File: config.mk
export PLATFORM = sky130hd
export DESIGN_NAME = multi_mode_counter
export DESIGN_NICKNAME = d
export VERILOG_FILES = /design/src/rtl/counter_pkg.sv /design/src/rtl/cnt_next_calc.sv /design/src/rtl/multi_mode_counter.sv
export SDC_FILE = /design/constraint.sdc
export NUM_CORES = 1
export LEC_CHECK = 0
export CAP_MARGIN = 40
export CORE_MARGIN = 1.5
export CORE_UTILIZATION = 40
export DETAILED_ROUTE_END_ITERATION = 8
export PLACE_DENSITY_LB_ADDON = 0.1
export SETUP_SLACK_MARGIN = 0.2
export SLEW_MARGIN = 20
export SYNTH_ARGS = -nofsm -noshare
export SYNTH_HDL_FRONTEND = slang
export SYNTH_SLANG_ARGS = --single-unit
File: constraint.sdc
create_clock -name clk -period 2.28 [get_ports clk]
set_input_delay 0.456 -clock clk [delete_from_list [all_inputs] [get_ports clk]]
set_output_delay 0.456 -clock clk [all_outputs]
set_load 0.05 [all_outputs]
File: src/rtl/counter_pkg.sv
// counter_pkg -- shared constants for the multi-mode counter.
//   DIR_UP / DIR_DOWN   : encoding of the dir input.
//   MODE_WRAP / MODE_SAT: encoding of the SAT parameter.
package counter_pkg;

  localparam logic DIR_UP    = 1'b0;
  localparam logic DIR_DOWN  = 1'b1;
  localparam int   MODE_WRAP = 0;
  localparam int   MODE_SAT  = 1;

endpackage : counter_pkg

File: src/rtl/cnt_next_calc.sv
// cnt_next_calc -- purely combinational next-count and boundary-event logic.
// Ports:
//   cnt      (in,  WIDTH)  : current count, assumed <= MAX_VAL
//   dir      (in,  1)      : 0 = up, 1 = down
//   step     (in,  STEP_W) : step amount
//   next_cnt (out, WIDTH)  : count after one step
//   boundary (out, 1)      : step crossed or hit-and-pushed-against a limit
// Parameters: WIDTH, MAX_VAL, STEP_W, SAT (0 = wrap, 1 = saturate).
module cnt_next_calc
  import counter_pkg::*;
#(
  parameter int WIDTH   = 5,
  parameter int MAX_VAL = 2**WIDTH-1,
  parameter int STEP_W  = 2,
  parameter int SAT     = 0
) (
  input  logic [WIDTH-1:0]  cnt,
  input  logic              dir,
  input  logic [STEP_W-1:0] step,
  output logic [WIDTH-1:0]  next_cnt,
  output logic              boundary
);

  // All arithmetic is done one bit wider than the count so a carry out of
  // an up step and the modulus itself (MAX_VAL+1) are representable.
  localparam logic [WIDTH:0]   MAX_EXT = (WIDTH+1)'(MAX_VAL);
  localparam logic [WIDTH:0]   MOD_EXT = (WIDTH+1)'(MAX_VAL + 1);
  localparam logic [WIDTH-1:0] MAX_CNT = WIDTH'(MAX_VAL);

  logic [WIDTH:0] cnt_ext;
  logic [WIDTH:0] step_ext;
  logic [WIDTH:0] sum;

  assign cnt_ext  = {1'b0, cnt};
  assign step_ext = (WIDTH+1)'(step);
  assign sum      = cnt_ext + step_ext;

  always_comb begin
    next_cnt = cnt;
    boundary = 1'b0;
    if (dir == DIR_UP) begin
      if (sum > MAX_EXT) begin
        boundary = 1'b1;
        if (SAT == MODE_SAT) next_cnt = MAX_CNT;
        else                 next_cnt = WIDTH'(sum - MOD_EXT);
      end else begin
        next_cnt = sum[WIDTH-1:0];
      end
    end else begin
      if (cnt_ext >= step_ext) begin
        next_cnt = WIDTH'(cnt_ext - step_ext);
      end else begin
        boundary = 1'b1;
        // cnt < step, so cnt+MOD-step is below MOD and fits in WIDTH bits.
        if (SAT == MODE_SAT) next_cnt = '0;
        else                 next_cnt = WIDTH'(cnt_ext + MOD_EXT - step_ext);
      end
    end
  end

endmodule : cnt_next_calc

File: src/rtl/multi_mode_counter.sv
// multi_mode_counter -- loadable up/down counter with programmable modulus,
// variable step, wrap or saturate boundary handling, terminal-count pulse
// and sticky overflow flag.
// Optional feature macro: COUNTER_CAPTURE_EN (adds a capture register
// loaded from the pre-edge count when cap is high).
// Ports:
//   clk     (in)         : clock, rising edge
//   rst     (in)         : synchronous reset, active low
//   load    (in)         : load cnt_in (clamped to MAX_VAL)
//   enab    (in)         : count enable
//   dir     (in)         : 0 = up, 1 = down
//   step    (in, STEP_W) : step amount; 0 holds
//   cnt_in  (in, WIDTH)  : load value
//   clr_ovf (in)         : clear sticky overflow
//   cap     (in)         : capture strobe
//   cnt_out (out, WIDTH) : registered count
//   tc      (out)        : one-cycle pulse after a boundary event
//   ovf     (out)        : sticky boundary flag
//   cap_out (out, WIDTH) : captured count (0 without COUNTER_CAPTURE_EN)
module multi_mode_counter
  import counter_pkg::*;
#(
  parameter int WIDTH   = 5,
  parameter int MAX_VAL = 2**WIDTH-1,
  parameter int STEP_W  = 2,
  parameter int SAT     = 0
) (
  input  logic              clk,
  input  logic              rst,
  input  logic              load,
  input  logic              enab,
  input  logic              dir,
  input  logic [STEP_W-1:0] step,
  input  logic [WIDTH-1:0]  cnt_in,
  input  logic              clr_ovf,
  input  logic              cap,
  output logic [WIDTH-1:0]  cnt_out,
  output logic              tc,
  output logic              ovf,
  output logic [WIDTH-1:0]  cap_out
);

  generate
    if ((MAX_VAL > (2**WIDTH) - 1) || (MAX_VAL < 1) || ((2**STEP_W) - 1 > MAX_VAL)) begin : g_param_err
      $error("multi_mode_counter: illegal WIDTH/MAX_VAL/STEP_W combination");
    end
  endgenerate

  localparam logic [WIDTH-1:0] MAX_CNT = WIDTH'(MAX_VAL);

  logic [WIDTH-1:0] cnt_reg;
  logic             tc_reg;
  logic             ovf_reg;
  logic [WIDTH-1:0] calc_next;
  logic             calc_boundary;
  logic [WIDTH-1:0] load_val;
  logic             count_en;
  logic             event_hit;

  cnt_next_calc #(
    .WIDTH   (WIDTH),
    .MAX_VAL (MAX_VAL),
    .STEP_W  (STEP_W),
    .SAT     (SAT)
  ) u_calc (
    .cnt      (cnt_reg),
    .dir      (dir),
    .step     (step),
    .next_cnt (calc_next),
    .boundary (calc_boundary)
  );

  // Load has priority over counting; a zero step is a plain hold.
  assign load_val  = (cnt_in > MAX_CNT) ? MAX_CNT : cnt_in;
  assign count_en  = !load && enab && (step != '0);
  assign event_hit = count_en && calc_boundary;

  always_ff @(posedge clk) begin
    if (!rst) begin
      cnt_reg <= '0;
      tc_reg  <= 1'b0;
      ovf_reg <= 1'b0;
    end else begin
      tc_reg <= event_hit;
      if (load)          cnt_reg <= load_val;
      else if (count_en) cnt_reg <= calc_next;
      // A new boundary event outranks a simultaneous clear.
      if (event_hit)     ovf_reg <= 1'b1;
      else if (clr_ovf)  ovf_reg <= 1'b0;
    end
  end

  assign cnt_out = cnt_reg;
  assign tc      = tc_reg;
  assign ovf     = ovf_reg;

`ifdef COUNTER_CAPTURE_EN
  logic [WIDTH-1:0] cap_reg;

  always_ff @(posedge clk) begin
    if (!rst)     cap_reg <= '0;
    else if (cap) cap_reg <= cnt_reg;
  end

  assign cap_out = cap_reg;
`else
  logic cap_unused;
  assign cap_unused = cap;
  assign cap_out    = '0;
`endif

endmodule : multi_mode_counter

==> results.md, run 1 <==
- Switching share of total power: 0.356
- Peak supply drop: approximately 0.36 mV
- Clock power share: 0.270
- IO Port Bufs: 19
- Worst Hold Class: flip-flop to flip-flop
- CTS H-tree lvls: 1
- P_sw: 0.145 mW
- DRT Wirelength: 1.20 mm
- Initial antenna violation count: 0
- Final hold vios: 0
- Nets@finish: 111
- FF-to-FF setup slack: 0.57 ns
- Final setup fails: 0
- Placed wire-length estimate: 987 um
- Status: complete, no violations
- Internal cell power: 0.264 mW
- Share of flip-flops with an asynchronous set or reset: 0
- CTS clk-pin slew, worst paths: 0.05 ns
- CTS tree: built
- RePlAce Congestion: between 0.7 and 0.8
- Arrival @ worst endpoint: 2.14 ns
- Starting Density: 0.440
- Root Driver: clkbuf_4
- CP max FO: 3
- First-pass iteration count of the detailed router: 4
- Commonest non-fill, non-tap cells in the layout: clkdlybuf4s50_1, dfxtp_1, nor2_1, conb_1
- Relative slew slack: 0.662
- Critical Path End Type: flip-flop
- Vias in the first global route: 480
- Clk sinks: 7
- DRT iter0 DRCs: 6
- Detail Route Antenna Nets: 0
- Slowest cell delay on critical path: 0.45 ns
- Core area: 1350 sq um
- Worst r2r src: cnt_out[0]
- Startpoint types: primary input
- Clock buffers created by TritonCTS: 3
- Primary FF master, synth: dfxtp_1
- Vias: 547
- Maxcap violations: 0
- First-pass GRT wire length: ~2.1 mm
- Vias/cell: 5.21
- Total congestion overflow: 0
- CP required: about 2.4 ns
- Critical path, cell by cell: clkdlybuf4s50_1, buf_4, fa_1, and2_2, o21ai_1, xnor2_1, o211a_1
- Post-synth EDFFs: 0
- Routed len/inst: 11.5 um
- Register area share after synthesis: 0.236
- Actual slew at the worst max-slew pin: roughly 0.51 ns
- Pin count of the biggest net entering global routing: 11
- GRT Total Usage: 0.153
- Met1 WL: 585 um
- Final Skew: 0.00188 ns
- Max clock buf depth: 2
- Power density cells: 502 nW/um^2
- Minimum clock period: 2.00 ns
- Slew Viols, Final: 0
- Number of I/O pins: 26
- Combinational power share: 0.382
- Unique masters post-synth: 31
- Die area: 1730 sq um
- Crit path kind: primary input to flip-flop
- Util after Layout: 0.603
- RSZ-0062 raised after global routing: false
- Flops & latches, synth: 7
- Area grow syn2layout: 37.1%
- Fin crit share: 0.878
- Synthesis Warnings: 0
- Die height: ~42 um
- Share of layout cells above drive strength 1: 0.144
- Max FFs per register: 5
- Row cnt: 13
- Mapped Area: 594 sq um
- Routed wl met2: 558 um
- Die X: 41.5 um
- Pwr Total: 0.409 mW
- Ant diodes: 0
- CP Launch Point: step[1]
- Sequential Power Share: 0.347
- Metal3 WL: 52 um
- Fmax: 500 MHz
- Most common cell after layout, fill and taps aside: clkdlybuf4s50_1
- Avg Cell Area, Syn: 8.74 sq um
- Hold Path Origin: cnt_out[3]
- Hold Buf Count CTS: 0
- Worst path slowest cell: clkdlybuf4s50_1
- Worst-skew pair later-pin latency: 0.25 ns
- DRC viols: 0
- Top sig layer: met4
- P_leak: 0.348 nW
- Post-CTS Setup Bufs: 0
- Cell count after synthesis: 68
-- cells by family after synthesis --
logic type               synth area share
XOR/XNOR                           0.0295
other                             0.00631
AND/OR/NAND/NOR                     0.274
flip-flops                          0.236
buffers and inverters              0.0968
adder cells (fa/ha/maj)             0.152
AO/OA/AOI/OAI                       0.206
-- critical path: cells and delay by family --
kind	cells	cell delay (ns)
adder cells (fa/ha/maj)	1	0.42
AND/OR/NAND/NOR	1	0.20
buffers and inverters	2	0.62
XOR/XNOR	1	0.09
AO/OA/AOI/OAI	2	0.35
-- repair_timing --
action / 4_1_cts / 5_1_grt
endpoints found under the setup margin: 3 / 2
hold endpoints to repair: 0 / 0
pin swaps: 0 / 0
resized for setup: 2 / 2
-- worst paths after layout --
path                end  cells after the start
max reg2reg  cnt_out[2]                      7
min reg2reg  cnt_out[3]                      2
max          cnt_out[2]                      7
min          cnt_out[3]                      2
-- Yosys cell counts, types with 2 or more instances --
| cell | instances | share of area |
|---|---|---|
| and3_1 | 2 | 0.021 |
| and4bb_1 | 2 | 0.042 |
| and2b_2 | 2 | 0.029 |
| inv_1 | 4 | 0.025 |
| nand3b_1 | 2 | 0.025 |
| fa_1 | 2 | 0.067 |
| o21ai_2 | 2 | 0.029 |
| buf_4 | 5 | 0.063 |
| nand2b_1 | 4 | 0.042 |
| o211a_1 | 2 | 0.034 |
| nor2_1 | 5 | 0.032 |
| o21ai_0 | 3 | 0.025 |
| ha_1 | 4 | 0.084 |
| dfxtp_1 | 7 | 0.24 |
| nor2b_1 | 3 | 0.032 |
| xnor2_1 | 2 | 0.029 |
| nand2_1 | 3 | 0.019 |
-- power by group through the flow --
stage	combinational, mW	clock [mW]	sequential, mW
2_1_floorplan	0.0822	0	0.170
3_3_place_gp	0.153	0	0.144
3_5_place_dp	0.157	0	0.144
4_1_cts	0.157	0.117	0.142
5_1_grt	0.168	0.119	0.144
6_report	0.156	0.110	0.142
-- metrics by stage --
step / TNS (ns) / area, sq um / instances / hold slack, ns / worst slack (ns)
floorplan: 0 / 611 / 72 / 0.582 / 0.230
global placement: -0.163 / 785 / 101 / 0.563 / -0.104
detailed placement: -0.274 / 785 / 101 / 0.582 / -0.131
CTS: 0 / 812 / 105 / 0.589 / 0.218
global route: 0 / 815 / 105 / 0.639 / 0.214
finish: 0 / 815 / 105 / 0.587 / 0.278
-- routing by layer --
layer	GRT usage	vias up
met5	0	-
met4	0.0581	0
met3	0.0261	2
met2	0.241	15
met1	0.206	254
li1	-	276
-- area by class of cell --
class                   instances  area [sq um]
clock buffers                   4          26.3
multi-input cells              55           417
fillers                       130           536
flip-flops and latches          7           141
repair buffers                 20           196
inverters                       4          15.0
well taps                      15          18.8
Note: power is estimated with default switching activity, not from simulation.
==> inputs of run 2 (changes only) <==
--- a/config.mk
+++ b/config.mk
@@ -11,7 +11,9 @@
 export DETAILED_ROUTE_END_ITERATION = 8
 export PLACE_DENSITY_LB_ADDON = 0.1
 export SETUP_SLACK_MARGIN = 0.2
+export SKIP_LAST_GASP = 1
 export SLEW_MARGIN = 20
 export SYNTH_ARGS = -nofsm -noshare
 export SYNTH_HDL_FRONTEND = slang
+export SYNTH_HIERARCHICAL = 1
 export SYNTH_SLANG_ARGS = --single-unit
==> run 2 against run 1 <==
Effect of this change: critical path depth down 6; core utilization down 1.4 points; power up 13%; largest cell class unchanged.
==> results.md, run 2 <==
- Status: complete, no violations
- Die area: 1740 sq um (+0.58%)
- Register area share after synthesis: 0.234 (-0.00148)
- Hold Path Origin: ovf
- Top-count cell post-synth: dfxtp_1
- Slowest cell delay on critical path: 0.85 ns (+0.40 ns)
- Critical path, cell by cell: clkdlybuf4s50_1
- Max FFs per register: 5 (unchanged)
- Avg Cell Area, Syn: 9.20 sq um (+5.3%)
- Top cells by area, synth: dfxtp_1, mux2i_1, ha_1
- IO Port Bufs: 19 (unchanged)
- Final Skew: 0.00504 ns (+0.00316 ns)
- Pin count of the biggest net entering global routing: 15 (+4)
- Share of flip-flops with an asynchronous set or reset: 0 (unchanged)
- Core area: 1350 sq um (unchanged)
- Mapped Area: 598 sq um (+0.63%)
- Minimum clock period: 2.03 ns (+0.0246 ns)
- Root Driver: clkbuf_4
- Unique masters post-synth: 26 (-16%)
- Nets@finish: 107 (-3.6%)
- Pwr Total: 0.460 mW (+13%)
- CTS tree: built
- Placed wire-length estimate: 972 um (-1.6%)
- RSZ-0062 raised after global routing: false
- Die height: 41.7 um (+0.29%)
- Slew Viols, Final: 0 (unchanged)
- Yosys top cell by area: dfxtp_1
- Fmax: 494 MHz (-1.2%)
- First-pass GRT wire length: 2.07 mm (-0.62%)
- Worst Hold End: ovf
- Worst-skew pair later-pin latency: 0.25 ns (about the same)
- GRT Total Usage: 0.156 (+0.00319)
- Cell count after synthesis: 65 (-4.4%)
- Crit path kind: flip-flop to output pin
- Routed len/inst: 12.3 um (+7.0%)
- CP max FO: 7 (+4)
- Share of layout cells above drive strength 1: 0.105 (-0.0398)
- Worst reg2reg endpoint: cnt_out[4]
- Die X: 41.7 um (+0.29%)
- Peak supply drop: 0.339 mV (-5.3%)
- Detail Route Antenna Nets: 0 (unchanged)
- Final setup fails: 0 (unchanged)
- Relative slew slack: 0.603 (-0.0586)
- Startpoint types: flip-flop
- CP required: 1.82 ns (-0.60 ns)
- Row cnt: 13 (unchanged)
- Initial antenna violation count: 0 (unchanged)
- Ant diodes: 0 (unchanged)
- DRT iter0 DRCs: 0 (-6)
- CTS H-tree lvls: 1 (unchanged)
- Post-synth EDFFs: 0 (unchanged)
- Clock buffers created by TritonCTS: 3 (unchanged)
- Final hold vios: 0 (unchanged)
- WP buf/inv: 1 (-1)
- Most common cell after layout, fill and taps aside: clkdlybuf4s50_1
- Setup TNS: 0 ns (unchanged)
- Primary FF master, synth: dfxtp_1
- DRC viols: 0 (unchanged)
- Worst Hold Class: flip-flop to flip-flop
- P_leak: 0.357 nW (+2.7%)
- Vias: 509 (-6.9%)
- Actual slew at the worst max-slew pin: 0.593 ns (+0.0876 ns)
- Number of I/O pins: 26 (unchanged)
- Flops & latches, synth: 7 (unchanged)
- Commonest non-fill, non-tap cells in the layout: clkdlybuf4s50_1, inv_1, mux2i_1, dfxtp_1
- Clk sinks: 7 (unchanged)
- CTS clk-pin slew, worst paths: 0.06 ns (about the same)
- Worst r2r src: cnt_out[1]
- FF-to-FF setup slack: 0.46 ns (-0.11 ns)
- Area grow syn2layout: 33.1%
- Synth cell count leaders: dfxtp_1, inv_1, mux2i_1
- Worst path slowest cell: clkdlybuf4s50_1
- Critical Path End Type: output pin
- Total congestion overflow: 0 (unchanged)
- Arrival @ worst endpoint: 1.57 ns (-0.57 ns)
- Util after Layout: 0.589 (-0.0139)
- DRT Wirelength: 1.24 mm (+2.9%)
- Synth top area share: 0.234 (-0.00148)
- Reg2Reg Depth: 8 (+1)
- Power density cells: 578 nW/um^2 (+15%)
- First-pass iteration count of the detailed router: 1 (-3)
- Starting Density: 0.443 (+0.00278)
- Fin crit share: 0.889 (+0.0108)
- CP delay by family, top: buffers and inverters
- RePlAce Congestion: 0.759 (+4.5%)
- Vias/cell: 5.04 (-3.3%)
- Maxcap violations: 0 (unchanged)
- Hold Buf Count CTS: 0 (unchanged)
- Synthesis Warnings: 6 (+6)
- Max clock buf depth: 2 (unchanged)
- Hold Path Depth: 1 (-1)
- Vias in the first global route: 485 (+1.0%)
[run 2: where the power goes]
part,switching (mW),internal (mW)
clock network,0.0471,0.0669
registers,0.0158,0.133
logic,0.113,0.0839
total,0.176,0.284
[run 2: worst reg2reg max path, stage by stage, from the launching register on]
cell and delay, ns:
dfxtp_1 0.42, inv_1 0.12, fa_1 0.42, nor2_1 0.15, a31oi_1 0.12, xnor2_1 0.15, mux2i_1 0.12, o21ai_1 0.09
o311a_1 0.14
[run 2: how the worst max path moves through the flow]
stage | startpoint | endpoint | slack, ns | cells past startpoint
after CTS | cnt_out[3] | cnt_out[3] | 0.24 | 1
after global placement | step[0] | cnt_out[4] | -0.14 | 10
after floorplan | cnt_out[1] | cnt_out[4] | 0.21 | 9
after detailed placement | step[0] | cnt_out[4] | -0.17 | 10
after global routing | cnt_out[3] | cnt_out[3] | 0.20 | 1
final | cnt_out[3] | cnt_out[3] | 0.25 | 1
[run 2: repair_timing]
action / 4_1_cts / 5_1_grt
setup endpoints to repair: 3 / 0
buffers inserted: 0 / 0
gates resized for setup: 4 / 0
[run 2: stage by stage]
step           setup WS, ns  std cells  instance area (sq um)  hold slack, ns
6_report              0.254        101                    796           0.501
5_1_grt               0.202        101                    796           0.515
4_1_cts               0.240        101                    796           0.504
3_5_place_dp         -0.165         97                    767           0.492
3_3_place_gp         -0.136         97                    767           0.458
2_1_floorplan         0.214         69                    614           0.580
[run 2: routing by layer]
| metal | routed length [um] | share of wire | vias up | track usage |
|---|---|---|---|---|
| met3 | 82 | 0.066 | 0 | 0.0783 |
| met2 | 593 | 0.48 | 19 | 0.266 |
| met5 | 0 | 0 | - | 0 |
| met1 | 562 | 0.45 | 227 | 0.186 |
| li1 | - | - | 263 | - |
| met4 | 0 | 0 | 0 | 0 |
[run 2: cell families after synthesis]
group                    count (synthesis)  synth area share
AND/OR/NAND/NOR                         11            0.0962
AO/OA/AOI/OAI                           17             0.211
flip-flops                               7             0.234
other                                    1           0.00627
buffers and inverters                   14             0.157
adder cells (fa/ha/maj)                  6             0.151
multiplexers                             6             0.100
XOR/XNOR                                 3            0.0439
[run 2: layout make-up]
type / instances / area [sq um]
repair buffers: 21 / 203
fillers: 132 / 554
well taps: 15 / 18.8
clock buffers: 4 / 26.3
multi-input cells: 48 / 384
flip-flops and latches: 7 / 141
inverters: 6 / 22.5
==> inputs of run 3 (changes only) <==
--- a/config.mk
+++ b/config.mk
@@ -9,7 +9,7 @@
 export CORE_MARGIN = 1.5
 export CORE_UTILIZATION = 40
 export DETAILED_ROUTE_END_ITERATION = 8
-export PLACE_DENSITY_LB_ADDON = 0.1
+export PLACE_DENSITY = 0.89
 export SETUP_SLACK_MARGIN = 0.2
 export SKIP_LAST_GASP = 1
 export SLEW_MARGIN = 20
==> constraint.sdc (replaced) <==
create_clock -name clk -period 2.28 [get_ports clk]
set_input_delay 0.342 -clock clk [delete_from_list [all_inputs] [get_ports clk]]
set_output_delay 0.342 -clock clk [all_outputs]
set_load 0.05 [all_outputs]
==> run 3 against run 2 <==
Effect of this change: routed wire length shrank 0.97%; fmax grew 6.2%; cell area is 0.63% higher; combinational power about the same; critical path depth is the same; clock power barely moved; power decreased by 0.14%; register-to-register slack barely moved; die area unchanged; first-iteration DRC count unchanged; cell count is the same; clock skew is 0.0018 ns lower; largest power group unchanged.
==> results.md, run 3 (same netlist as run 2, synthesis figures left out) <==
- Status: complete, no violations
- Vias in the first global route: 478 (-1.4%)
- Minimum clock period: 1.91 ns (-0.118 ns)
- Vias: 509 (unchanged)
- DRT Wirelength: 1.23 mm (-0.97%)
- DRT iter0 DRCs: 0 (unchanged)
- First-pass iteration count of the detailed router: 1 (unchanged)
- Post-Place Cell Area: 767 sq um (unchanged)
- Worst-skew pair later-pin latency: 0.25 ns (about the same)
- Util after Layout: 0.593 (+0.00371)
- Critical Path Stages: 1 (unchanged)
- Vias/cell: 5.04 (unchanged)
- Number of I/O pins: 26 (unchanged)
- Worst path slowest cell: clkdlybuf4s50_1
- WP buf/inv: 1 (unchanged)
- Maxcap violations: 0 (unchanged)
- Setup TNS: 0 ns (unchanged)
- Power density cells: 574 nW/um^2 (-0.77%)
- Startpoint types: flip-flop
- Relative slew slack: 0.647 (+0.0433)
- Max clock buf depth: 2 (unchanged)
- Routed len/inst: 12.1 um (-0.97%)
- Detail Route Antenna Nets: 0 (unchanged)
- P_leak: 0.375 nW (+4.9%)
- Post-CTS Setup Bufs: 0 (unchanged)
- FF-to-FF setup slack: 0.46 ns (about the same)
- Area grow syn2layout: 33.9%
- Clock buffers created by TritonCTS: 3 (unchanged)
- Worst Hold Class: flip-flop to flip-flop
- Final critical-path setup slack: 0.372 ns (+0.118 ns)
- Crit path kind: flip-flop to output pin
- Placed wire-length estimate: 948 um (-2.4%)
- Pin count of the biggest net entering global routing: 14 (-1)
- Max FFs per register: 5 (unchanged)
- IO Port Bufs: 19 (unchanged)
- Post-cts repair resize count: 0 (-4)
- Nets@finish: 107 (unchanged)
- RSZ-0062 raised after global routing: false
- Fmax: 524 MHz (+6.2%)
- Final setup fails: 0 (unchanged)
- Final hold vios: 0 (unchanged)
- CTS clk-pin slew, worst paths: 0.05 ns (about the same)
- Die area: 1740 sq um (unchanged)
- Arrival @ worst endpoint: 1.57 ns (about the same)
- RePlAce Congestion: 0.756 (-0.36%)
- Pre-CTS setup slack: -0.0257 ns (+0.139 ns)
- Actual slew at the worst max-slew pin: 0.528 ns (-0.0647 ns)
- Final Skew: 0.00324 ns (-0.00180 ns)
- Worst r2r src: cnt_out[0]
- CTS tree: built
- Total congestion overflow: 0 (unchanged)
- Core area: 1350 sq um (unchanged)
- Root Driver: clkbuf_4
- Post-route cell area: 801 sq um (+0.63%)
- CP required: 1.94 ns (+0.12 ns)
- DRC viols: 0 (unchanged)
- Placed cells: 97 (unchanged)
- Initial antenna violation count: 0 (unchanged)
- Die X: 41.7 um (unchanged)
- Slowest cell delay on critical path: 0.86 ns (about the same)
- Worst reg2reg endpoint: cnt_out[4]
- First-pass GRT wire length: 2.07 mm (unchanged)
- CP max FO: 7 (unchanged)
- Row cnt: 13 (unchanged)
- Starting Density: 0.443 (unchanged)
- Commonest non-fill, non-tap cells in the layout: clkdlybuf4s50_1, inv_1, mux2i_1, dfxtp_1
- Most common cell after layout, fill and taps aside: clkdlybuf4s50_1
- GRT Total Usage: 0.160 (+0.00450)
- Critical path, cell by cell: clkdlybuf4s50_1
- Ant diodes: 0 (unchanged)
- CP endpoint: cnt_out[2]
- Hold Buf Count CTS: 0 (unchanged)
- Critical Path End Type: output pin
- CTS H-tree lvls: 1 (unchanged)
- Fin crit share: 0.837 (-0.0518)
- CP Launch Point: cnt_out[2]
- Share of layout cells above drive strength 1: 0.0930 (-0.0116)
- Peak supply drop: 0.281 mV (-17%)
- Reg2Reg Depth: 10 (+2)
- Die height: 41.7 um (unchanged)
- CP delay by family, top: buffers and inverters
- Slew Viols, Final: 0 (unchanged)
- Finished Layout Cells: 101 (unchanged)
- Clk sinks: 7 (unchanged)
## run 3: changes by cell type in the layout (fill, tap and decap cells not counted)
| cell | before | now |
|---|---|---|
| dlygate4sd2_1 | 2 | 0 |
| dlymetal6s2s_1 | 0 | 2 |
| fa_1 | 1 | 2 |
| fa_2 | 1 | 0 |
## run 3: metrics by stage
step / power [mW] / hold slack, ns
floorplan: 0.295 / 0.466
global placement: 0.341 / 0.458
detailed placement: 0.348 / 0.476
CTS: 0.469 / 0.488
global route: 0.499 / 0.513
finish: 0.460 / 0.485
## run 3: final cells by class
class                           count  area (sq um)
Fill cell                         133           549
Multi-Input combinational cell     48           382
Clock buffer                        4          26.3
Timing Repair Buffer               21           210
Inverter                            6          22.5
Tap cell                           15          18.8
Sequential cell                     7           141
## run 3: worst min-delay path by stage
stage / startpoint / endpoint / slack [ns] / depth (start not counted)
floorplan: rst / cnt_out[0] / 0.47 / 1
global placement: ovf / ovf / 0.46 / 1
detailed placement: ovf / ovf / 0.48 / 1
CTS: ovf / ovf / 0.49 / 1
global route: ovf / ovf / 0.51 / 1
finish: ovf / ovf / 0.49 / 1
## run 3: layer usage
layer,global-route usage,routed length (um),vias to the layer above,part of all wire
met5,0,0,-,0
met4,0.0774,0,0,0
met3,0.0652,43,0,0.035
met2,0.263,648,20,0.53
met1,0.178,535,226,0.44
li1,-,-,263,-
## run 3: where the power goes
part	total, mW	leakage, nW	switching, mW	internal [mW]
clock network	0.115	0.0150	0.0485	0.0670
registers	0.149	0.0580	0.0157	0.133
logic	0.195	0.302	0.111	0.0841
